$ cat src/rtl/i2c_pkg.sv
// Shared types and constants for the I2C target: FSM state encoding,
// acknowledge levels and the R/W bit meaning.
package i2c_pkg;

    localparam int BYTE_W = 8;

    localparam logic ACK      = 1'b0;
    localparam logic NACK     = 1'b1;
    localparam logic RW_WRITE = 1'b0;
    localparam logic RW_READ  = 1'b1;

    typedef enum logic [3:0] {
        IDLE,
        ADDR,
        ADDR_ACK,
        SUB,
        SUB_ACK,
        WDATA,
        WDATA_ACK,
        RDATA,
        RDATA_ACK,
        WAIT_STOP
    } i2c_tgt_state_t;

endpackage

$ cat src/rtl/i2c_target_if.sv
// Bus pins plus parallel register port of the I2C target. The target
// attaches through the slave modport; the bus/register side uses master.
interface i2c_target_if;
    import i2c_pkg::*;

    logic              scl_i;
    logic              sda_i;
    logic              sda_oe;
    logic [BYTE_W-1:0] reg_addr;
    logic [BYTE_W-1:0] reg_wdata;
    logic [BYTE_W-1:0] reg_rdata;
    logic              reg_we;
    logic              reg_re;
    logic              busy;
    logic              addressed;

    modport slave (
        input  scl_i, sda_i, reg_rdata,
        output sda_oe, reg_addr, reg_wdata, reg_we, reg_re, busy, addressed
    );

    modport master (
        output scl_i, sda_i, reg_rdata,
        input  sda_oe, reg_addr, reg_wdata, reg_we, reg_re, busy, addressed
    );

endinterface

$ cat src/rtl/i2c_line_filter.sv
// One bus line: 2-flop synchroniser, FILTER_LEN-sample glitch filter and
// single-cycle rise/fall pulses on the filtered level.
module i2c_line_filter #(
    parameter int FILTER_LEN = 3
) (
    input  logic clk_sys,
    input  logic reset,
    input  logic pin,
    output logic filt,
    output logic rise,
    output logic fall
);

    logic [1:0] sync;
    logic [3:0] cnt;
    logic       filt_q;

    // A new level is accepted once it has been seen FILTER_LEN cycles running.
    always_ff @(posedge clk_sys) begin
        if (reset) begin
            sync   <= 2'b11;
            cnt    <= '0;
            filt   <= 1'b1;
            filt_q <= 1'b1;
        end else begin
            sync   <= {sync[0], pin};
            filt_q <= filt;
            if (sync[1] == filt) begin
                cnt <= '0;
            end else if (cnt == 4'(FILTER_LEN - 1)) begin
                filt <= sync[1];
                cnt  <= '0;
            end else begin
                cnt <= cnt + 4'd1;
            end
        end
    end

    assign rise = filt & ~filt_q;
    assign fall = ~filt & filt_q;

endmodule

$ cat src/rtl/i2c_target.sv
// I2C target translating bus transfers into register read/write strobes.
// Oversamples SCL/SDA in clk_sys; sub-address byte loads the pointer.
module i2c_target
    import i2c_pkg::*;
#(
    parameter logic [6:0] TARGET_ADDR = 7'h39,
    parameter int         FILTER_LEN  = 3
) (
    input logic        clk_sys,
    input logic        reset,
    i2c_target_if.slave bus
);

    localparam int SCL = 0;
    localparam int SDA = 1;

    logic [1:0] pins, filt, rise, fall;

    assign pins = {bus.sda_i, bus.scl_i};

    for (genvar i = 0; i < 2; i++) begin : g_line
        i2c_line_filter #(.FILTER_LEN(FILTER_LEN)) u_filt (
            .clk_sys (clk_sys),
            .reset   (reset),
            .pin     (pins[i]),
            .filt    (filt[i]),
            .rise    (rise[i]),
            .fall    (fall[i])
        );
    end

    logic sda_f, scl_rise, scl_fall, start, stop;
    assign sda_f    = filt[SDA];
    assign scl_rise = rise[SCL];
    assign scl_fall = fall[SCL];
    assign start    = fall[SDA] & filt[SCL];
    assign stop     = rise[SDA] & filt[SCL];

    i2c_tgt_state_t    state, state_n;
    logic [3:0]        bit_cnt, cnt_n;
    logic [BYTE_W-1:0] shreg, sh_n, ptr, ptr_n, tx, tx_n, wdata, wdata_n;
    logic              rw, rw_n, oe_q, oe_n, adr_q, adr_n;
    logic              we_q, we_n, re_q, re_n, re_d;
    logic [BYTE_W-1:0] new_byte;

    assign new_byte = {shreg[6:0], sda_f};

    always_ff @(posedge clk_sys) begin
        if (reset) begin
            state   <= IDLE;
            bit_cnt <= '0;
            shreg   <= '0;
            ptr     <= '0;
            tx      <= '0;
            wdata   <= '0;
            rw      <= RW_WRITE;
            oe_q    <= 1'b0;
            adr_q   <= 1'b0;
            we_q    <= 1'b0;
            re_q    <= 1'b0;
            re_d    <= 1'b0;
        end else begin
            state   <= state_n;
            bit_cnt <= cnt_n;
            shreg   <= sh_n;
            ptr     <= ptr_n;
            tx      <= tx_n;
            wdata   <= wdata_n;
            rw      <= rw_n;
            oe_q    <= oe_n;
            adr_q   <= adr_n;
            we_q    <= we_n;
            re_q    <= re_n;
            re_d    <= re_q;
        end
    end

    always_comb begin
        state_n = state;
        cnt_n   = bit_cnt;
        sh_n    = shreg;
        ptr_n   = ptr;
        tx_n    = tx;
        wdata_n = wdata;
        rw_n    = rw;
        oe_n    = oe_q;
        adr_n   = adr_q;
        we_n    = 1'b0;
        re_n    = 1'b0;

        // Pointer advances in the cycle after the write strobe so reg_addr
        // is stable for the whole strobe; read data lands one cycle after reg_re.
        if (we_q) ptr_n = ptr + 8'd1;
        if (re_d) tx_n = bus.reg_rdata;

        if (stop) begin
            state_n = IDLE;
            oe_n    = 1'b0;
            adr_n   = 1'b0;
        end else if (start) begin
            state_n = ADDR;
            cnt_n   = '0;
            oe_n    = 1'b0;
            adr_n   = 1'b0;
        end else begin
            case (state)
                ADDR: if (scl_rise) begin
                    sh_n  = new_byte;
                    cnt_n = bit_cnt + 4'd1;
                    if (bit_cnt == 4'd7) begin
                        cnt_n = '0;
                        if (new_byte[7:1] == TARGET_ADDR) begin
                            state_n = ADDR_ACK;
                            rw_n    = new_byte[0];
                        end else begin
                            state_n = IDLE;
                        end
                    end
                end
                ADDR_ACK: begin
                    if (scl_rise && rw == RW_READ) re_n = 1'b1;
                    // First fall starts the ACK, second fall ends it.
                    if (scl_fall) begin
                        if (!oe_q) begin
                            oe_n  = 1'b1;
                            adr_n = 1'b1;
                        end else if (rw == RW_READ) begin
                            state_n = RDATA;
                            oe_n    = ~tx[7];
                            tx_n    = {tx[6:0], 1'b0};
                            cnt_n   = 4'd1;
                        end else begin
                            state_n = SUB;
                            oe_n    = 1'b0;
                        end
                    end
                end
                SUB: if (scl_rise) begin
                    sh_n  = new_byte;
                    cnt_n = bit_cnt + 4'd1;
                    if (bit_cnt == 4'd7) begin
                        ptr_n   = new_byte;
                        cnt_n   = '0;
                        state_n = SUB_ACK;
                    end
                end
                SUB_ACK, WDATA_ACK: if (scl_fall) begin
                    if (!oe_q) begin
                        oe_n = 1'b1;
                    end else begin
                        oe_n    = 1'b0;
                        state_n = WDATA;
                    end
                end
                WDATA: if (scl_rise) begin
                    sh_n  = new_byte;
                    cnt_n = bit_cnt + 4'd1;
                    if (bit_cnt == 4'd7) begin
                        we_n    = 1'b1;
                        wdata_n = new_byte;
                        cnt_n   = '0;
                        state_n = WDATA_ACK;
                    end
                end
                RDATA: if (scl_fall) begin
                    if (bit_cnt == 4'd8) begin
                        oe_n    = 1'b0;
                        ptr_n   = ptr + 8'd1;
                        cnt_n   = '0;
                        state_n = RDATA_ACK;
                    end else begin
                        oe_n  = ~tx[7];
                        tx_n  = {tx[6:0], 1'b0};
                        cnt_n = bit_cnt + 4'd1;
                    end
                end
                RDATA_ACK: if (scl_rise) begin
                    if (sda_f == ACK) begin
                        re_n    = 1'b1;
                        cnt_n   = '0;
                        state_n = RDATA;
                    end else begin
                        state_n = WAIT_STOP;
                    end
                end
                default: ;
            endcase
        end
    end

    assign bus.sda_oe    = oe_q;
    assign bus.reg_addr  = ptr;
    assign bus.reg_wdata = wdata;
    assign bus.reg_we    = we_q;
    assign bus.reg_re    = re_q;
    assign bus.busy      = (state != IDLE);
    assign bus.addressed = adr_q;

endmodule

$ cat src/flat_wrapper.sv
// flat-port wrapper written by rule: the top's interface ports become plain ports
module i2c_target_flat import i2c_pkg::*;
#(
    parameter logic [6:0] TARGET_ADDR = 7'h39,
    parameter int         FILTER_LEN  = 3
)
  (clk_sys, reset, bus_scl_i, bus_sda_i, bus_reg_rdata, bus_sda_oe, bus_reg_addr, bus_reg_wdata, bus_reg_we, bus_reg_re, bus_busy, bus_addressed);
  i2c_target_if bus_i ();
  input logic clk_sys;
  input logic reset;
  input wire logic [$bits(bus_i.scl_i)-1:0] bus_scl_i;
  input wire logic [$bits(bus_i.sda_i)-1:0] bus_sda_i;
  input wire logic [$bits(bus_i.reg_rdata)-1:0] bus_reg_rdata;
  output wire logic [$bits(bus_i.sda_oe)-1:0] bus_sda_oe;
  output wire logic [$bits(bus_i.reg_addr)-1:0] bus_reg_addr;
  output wire logic [$bits(bus_i.reg_wdata)-1:0] bus_reg_wdata;
  output wire logic [$bits(bus_i.reg_we)-1:0] bus_reg_we;
  output wire logic [$bits(bus_i.reg_re)-1:0] bus_reg_re;
  output wire logic [$bits(bus_i.busy)-1:0] bus_busy;
  output wire logic [$bits(bus_i.addressed)-1:0] bus_addressed;
  assign bus_i.scl_i = bus_scl_i;
  assign bus_i.sda_i = bus_sda_i;
  assign bus_i.reg_rdata = bus_reg_rdata;
  assign bus_sda_oe = bus_i.sda_oe;
  assign bus_reg_addr = bus_i.reg_addr;
  assign bus_reg_wdata = bus_i.reg_wdata;
  assign bus_reg_we = bus_i.reg_we;
  assign bus_reg_re = bus_i.reg_re;
  assign bus_busy = bus_i.busy;
  assign bus_addressed = bus_i.addressed;
  i2c_target #(.TARGET_ADDR(TARGET_ADDR), .FILTER_LEN(FILTER_LEN)) u_core (.clk_sys(clk_sys), .reset(reset), .bus(bus_i));
endmodule
$ cat config.mk
export PLATFORM = sky130hd
export DESIGN_NAME = i2c_target_flat
export DESIGN_NICKNAME = d
export VERILOG_FILES = /design/src/rtl/i2c_pkg.sv /design/src/rtl/i2c_target_if.sv /design/src/rtl/i2c_line_filter.sv /design/src/rtl/i2c_target.sv /design/src/flat_wrapper.sv
export SDC_FILE = /design/constraint.sdc
export NUM_CORES = 1
export LEC_CHECK = 0
export ABC_CLOCK_PERIOD_IN_PS = 2050
export BUFFER_PORTS_ARGS = -buffer_cell sky130_fd_sc_hd__buf_2
export CAP_MARGIN = 10
export CORE_MARGIN = 5
export CORE_UTILIZATION = 50
export DETAILED_ROUTE_END_ITERATION = 10
export PLACE_DENSITY_LB_ADDON = 0.3
export SLEW_MARGIN = 20
export SYNTH_ARGS = -nofsm -noshare
export SYNTH_HDL_FRONTEND = slang
export SYNTH_SLANG_ARGS = --single-unit
$ cat constraint.sdc
create_clock -name clk_sys -period 2.05 [get_ports clk_sys]
set_clock_uncertainty 0.1 [all_clocks]
set_input_delay 0.41 -clock clk_sys [delete_from_list [all_inputs] [get_ports clk_sys]]
set_output_delay 0.41 -clock clk_sys [all_outputs]
set_load 0.01 [all_outputs]
# == Word-level counts from Yosys, hierarchy flattened ==
# Index checks and enable logic that the tools add are counted.
# classes
addsub,4
n_eq_ne,44
muxes,59
bitwise_logic,18
n_reduce_logical,23
# op_table
op,count
$mux 8,15
$mux 4,24
$ne 3x1->1 const B,12
$pmux 8 s2,2
$pmux 4 s7,1
$reduce_and 14->1,2
$eq 4x3->1 const B,5
$ne 2x1->1 const B,10
$eq 4x2->1 const B,4
$pmux 4 s4,1
$add 4x1->4 const B,3
$mux 1,12
$ne 3x2->1 const B,4
$not 1->1,12
$reduce_or 3->1,4
$reduce_and 9->1,1
$add 8x1->8 const B,1
$eq 4x4->1 const B,2
$reduce_and 4->1,2
$reduce_bool 8->1,1
$eq 7x6->1 const B,1
$reduce_bool 7->1,1
$and 1x1->1,6
$ne 2x2->1 const B,3
16 further kinds,19
# totals
regBits,61
in_bits,12
output_inout_bits,21
wordCells,169

# == Longest topological paths before layout ==
# depth
word_depth,7
ltp_mapped,8
ltp_nobuf,7

# == By module ==
# A second synthesis with hierarchy kept.
# unflattened
hier_cells,358
area_unflattened_um2,3160.5
# by_module_without_submodules
module,instances,cells_per_inst,area_per_inst_um2,seq_area_each_um2
i2c_target,1,300,2562.5,900.9
i2c_line_filter,2,29,299.0,160.2

# == Worst setup path after synthesis ==
# No wires, ideal clock.
# synth_path
path_type,register -> register
from,register u_core.state[2]
to,register u_core.bit_cnt[2]
setup_ns,0.122
arrival_time_ns,1.646
required_ns,1.828
setup_slack_ns,0.182
stages_incl_launch_ff,7
path_buffers,1
synth_period_minus_slack_ns,1.868
cell_sequence,dfxtp_1 buf_6 nor4b_4 a41oi_2 a221oi_4 nand2_4 a311o_1
# synth_via
elab_chain_len,4
word_cells_on_any_way,18
classes_between,eq/ne: 13; mux: 2; reduce/logical: 3
# synth_rtl
element,line,rtl
from (decl),i2c_target.sv:39,"i2c_tgt_state_t state, state_n;"
from (signal assigned),i2c_target.sv:63,state <= state_n;
"$eq 4x1->1, or another cell as far along",i2c_target.sv:106,case (state)
$reduce_or 3->1 (no source line),n/a,
"$ne 3x1->1 (no source line), or another cell as far along",n/a,
$reduce_and 9->1 (no source line) / $mux 4 (equally long branches),n/a,
to (signal assigned),i2c_target.sv:64,bit_cnt <= cnt_n;
to (decl),i2c_target.sv:40,"logic [3:0] bit_cnt, cnt_n;"
# Parallel ways exist; a longest one is shown, timed or not.
# A chain may end at the register's enable or synchronous reset.

# == Worst setup path in the final report ==
# layout_path
from,register u_core.bit_cnt[0]
to,register u_core.state[0]
# layout_via
elab_chain_len,3
word_cells_on_any_way,7
classes_between,eq/ne: 6; reduce/logical: 1
# layout_rtl
element
$eq 4x4->1 / $eq 4x3->1 (equally long branches)
$ne 3x1->1 (no source line)
$reduce_and 14->1 (no source line) (*)
# Mark *: on every way between the ends. The rest lies on a longest branch, timed or not.

==> impl_metrics.ini <==
[die]
io_pins = 33
core_area_sq_mm = 0.00676
fp.dieW_um = 93.0
rows = 30
die_area_sq_mm = 0.00864
initial_utilization_pct = 50.9
fp.dieH_um = 93.0

[route]
first_pass_iters = 4
drtIter0Drc = 167
routed.top_layer = met4
wl_met3_um = 470
drt_wl_total_um = 8270
drtAntennaViolNets = 0
num_vias = 2958
drc = 0
vias_per_cell = 5.70
wl_per_cell_um = 15.9
wl_met1_um = 3760
wl_met2_um = 3790

[logic_synthesis]
ys_types = 67
synth-edff-count = 0
synth-seq-area-share_pct = 35.5
yosysMostFrequentCell = dfxtp_1
synth_nets = 398
syn_area_sq_mm = 0.00344
synth.area.top_cells = dfxtp_1 (35%), mux2i_1 (8.7%), nor2_1 (5.2%)
synth_top_flop_cell = dfxtp_1
synth_seq_cells = 61
synth_area_leader_cell = dfxtp_1
netlist.area_leader.share_pct = 35.5
synthTopCellsByCount = dfxtp_1 (61), nor2_1 (48), mux2i_1 (30), nand2_1 (26), o21ai_0 (13)
synth_cells = 379
synth_warnings = 0
async_reset_ff_share_pct = 0
syn_avg_cell_area_sq_um = 9.08

[power_and_ir_drop]
p_seq_share_pct = 48.2
switching_share_pct = 23.1
p_sw_uw = 573
ir_worst_vdd_mv = 0.528
total_power_mw = 2.48
clkPwrFrac_pct = 49.2
p_per_area_mw_per_mm2 = 604
cell_internal_pwr_mw = 1.91
combPwrFrac_pct = 2.6
leakage_nw = 1.66

[clocking]
htreeDepth = 3
cts_tree = yes
clock_path_buffers = 2
insertion_delay_ns = 0.35
cts.reportedPaths.clkPinSlew_ns = 0.07
hold_buffers = 0
root_buffer = clkbuf_8
numCtsBuffers = 9
clock-sinks = 61

[timing]
fin_crit_sh_pct = 97.4
hold_viol_final = 0
fin_crit_ns = 2.00
setup_tns_ns = 0
relSlewSlack_pct = 71.6
tightest_slew_ns = 0.424
setup-violations-final = 0
final_max_slew_viol_count = 0
fmax_mhz = 501
rsz0062_at_grt = true
setup_slack_ns = 0.0542

[layout]
antennaDiodeCount = 0
drive_above_1_share_pct = 28.9
syn2layout_area_growth_pct = 19.4
nFillCells = 553
fin_cells = 519
postLayoutCellArea_sq_mm = 0.00411
nets = 453

[critical_path]
rrSetupSlack_ns = 0.05
worst_r2r_startpoint = u_core.bit_cnt[0]
start_kind = register
endpoint = u_core.state[0]
startpoint = u_core.bit_cnt[0]
reg2regPathDepth = 8
path_max_fanout = 5
critPathRequiredTime_ns = 2.18
worstPathArrival_ns = 2.13
crit_path_end_kind = register
r2r_end = u_core.state[0]
criticalPathCategory = reg -> reg

[grt]
grt_pass1_vias = 2912
grt_use_total_pct = 19.9
gr-total-overflow = 0
grt_first_pass_wirelength_um = 13800
grt_max_degree = 37
antenna_found_initial = 0

[placement]
pre_cts_slack_ns = -0.0291
placed_area_sq_mm = 0.00384
gp_congestion = 1.03
dp_cells = 500
port_buffers = 32
detailed_place_hpwl_um = 5970

[status]
status = complete, no violations

[hold_path]
hold_path.class = in -> reg

[job]
drv_cap = 0
cells in the final DEF (no fill, tap or decap), drive strengths merged, types with 8 or more instances in the layout:
master / Yosys / layout
inv: 10 / 12
nor3: 8 / 8
buf: 11 / 68
mux2: 8 / 8
nor2: 48 / 48
xnor2: 11 / 11
a21oi: 14 / 14
clkbuf: 13 / 9
nand2: 28 / 28
nor2b: 8 / 8
mux2i: 30 / 30
o21ai: 17 / 17
dfxtp: 61 / 61
nand3: 11 / 11
logic make-up (layout without fill, tap and decap cells):
kind of cell	after synthesis	count (layout)	synth area share, %
AOI/OAI and AO/OA	72	72	17.0
xor gates and xnor gates	18	18	4.80
adders and majority gates	7	7	2.54
buffers and inverters	34	94	5.02
DFF	61	61	35.5
muxes	38	38	11.3
and+or+nand+nor	149	149	23.8
worst min-delay path by stage:
stage | from | endpoint | slack (ns) | depth (start not counted)
floorplan | u_core.g_line[0].u_filt.sync[0] | u_core.g_line[0].u_filt.sync[1] | 0.29 | 1
finish | bus_scl_i | u_core.g_line[0].u_filt.sync[0] | 0.15 | 2
detailed placement | u_core.g_line[0].u_filt.sync[0] | u_core.g_line[0].u_filt.sync[1] | 0.29 | 1
CTS | bus_scl_i | u_core.g_line[0].u_filt.sync[0] | 0.14 | 2
global route | bus_scl_i | u_core.g_line[0].u_filt.sync[0] | 0.14 | 2
global placement | u_core.g_line[0].u_filt.sync[0] | u_core.g_line[0].u_filt.sync[1] | 0.29 | 1
sequential cells by signal (all words and copies together), names as in the netlist, 2 cells and up:
register / flops
u_core.bus.reg_addr: 8
u_core.bus.reg_wdata: 8
u_core.g_line.u_filt.cnt: 8
u_core.tx: 8
u_core.shreg: 7
u_core.bit_cnt: 4
u_core.g_line.u_filt.sync: 4
u_core.state: 4
u_core.g_line.u_filt.filt: 2
u_core.g_line.u_filt.filt_q: 2
critical path, cell delays in order (launching register included):
cell and delay (ns):
dfxtp_1 0.35, inv_1 0.09, ha_1 0.16, nand3b_1 0.20, mux2i_1 0.29, a2bb2oi_1 0.22, buf_4 0.16, a21oi_1 0.06
a211o_1 0.24
layout make-up:
type                    count  area [sq um]  share of cell area (%)
clock inverters             7          96.3                    2.34
inverters                  10          37.5                   0.914
repair buffers             68           459                    11.2
multi-input cells         284          2060                    50.2
well taps                  80           100                    2.44
flip-flops and latches     61          1230                    30.0
clock buffers               9           124                    3.01
repair_timing:
item,CTS,global route
gates resized for setup,4,7
setup endpoints to repair,2,24
pin swaps,1,4
buffers inserted,0,3
metrics by stage:
| stage | utilization, % | hold WS [ns] |
|---|---|---|
| finish | 60.8 | 0.146 |
| global route | 60.8 | 0.141 |
| CTS | 60.2 | 0.140 |
| detailed placement | 56.8 | 0.293 |
| global placement | 56.8 | 0.292 |
| floorplan | - | 0.289 |
power by group through the flow:
| stage | registers (mW) | clock network, mW | logic (mW) |
|---|---|---|---|
| detailed placement | 1.23 | 0 | 0.0656 |
| global route | 1.20 | 1.31 | 0.0723 |
| CTS | 1.20 | 1.24 | 0.0662 |
| global placement | 1.23 | 0 | 0.0657 |
| finish | 1.20 | 1.22 | 0.0657 |
| floorplan | 1.22 | 0 | 0.0382 |
metal layers:
| metal | GRT usage (%) | vias up |
|---|---|---|
| li1 | - | 1464 |
| met1 | 25.8 | 1392 |
| met2 | 30.9 | 81 |
| met3 | 4.99 | 21 |
| met4 | 9.52 | 0 |
| met5 | 0 | - |
(Power assumes the default switching activity.)
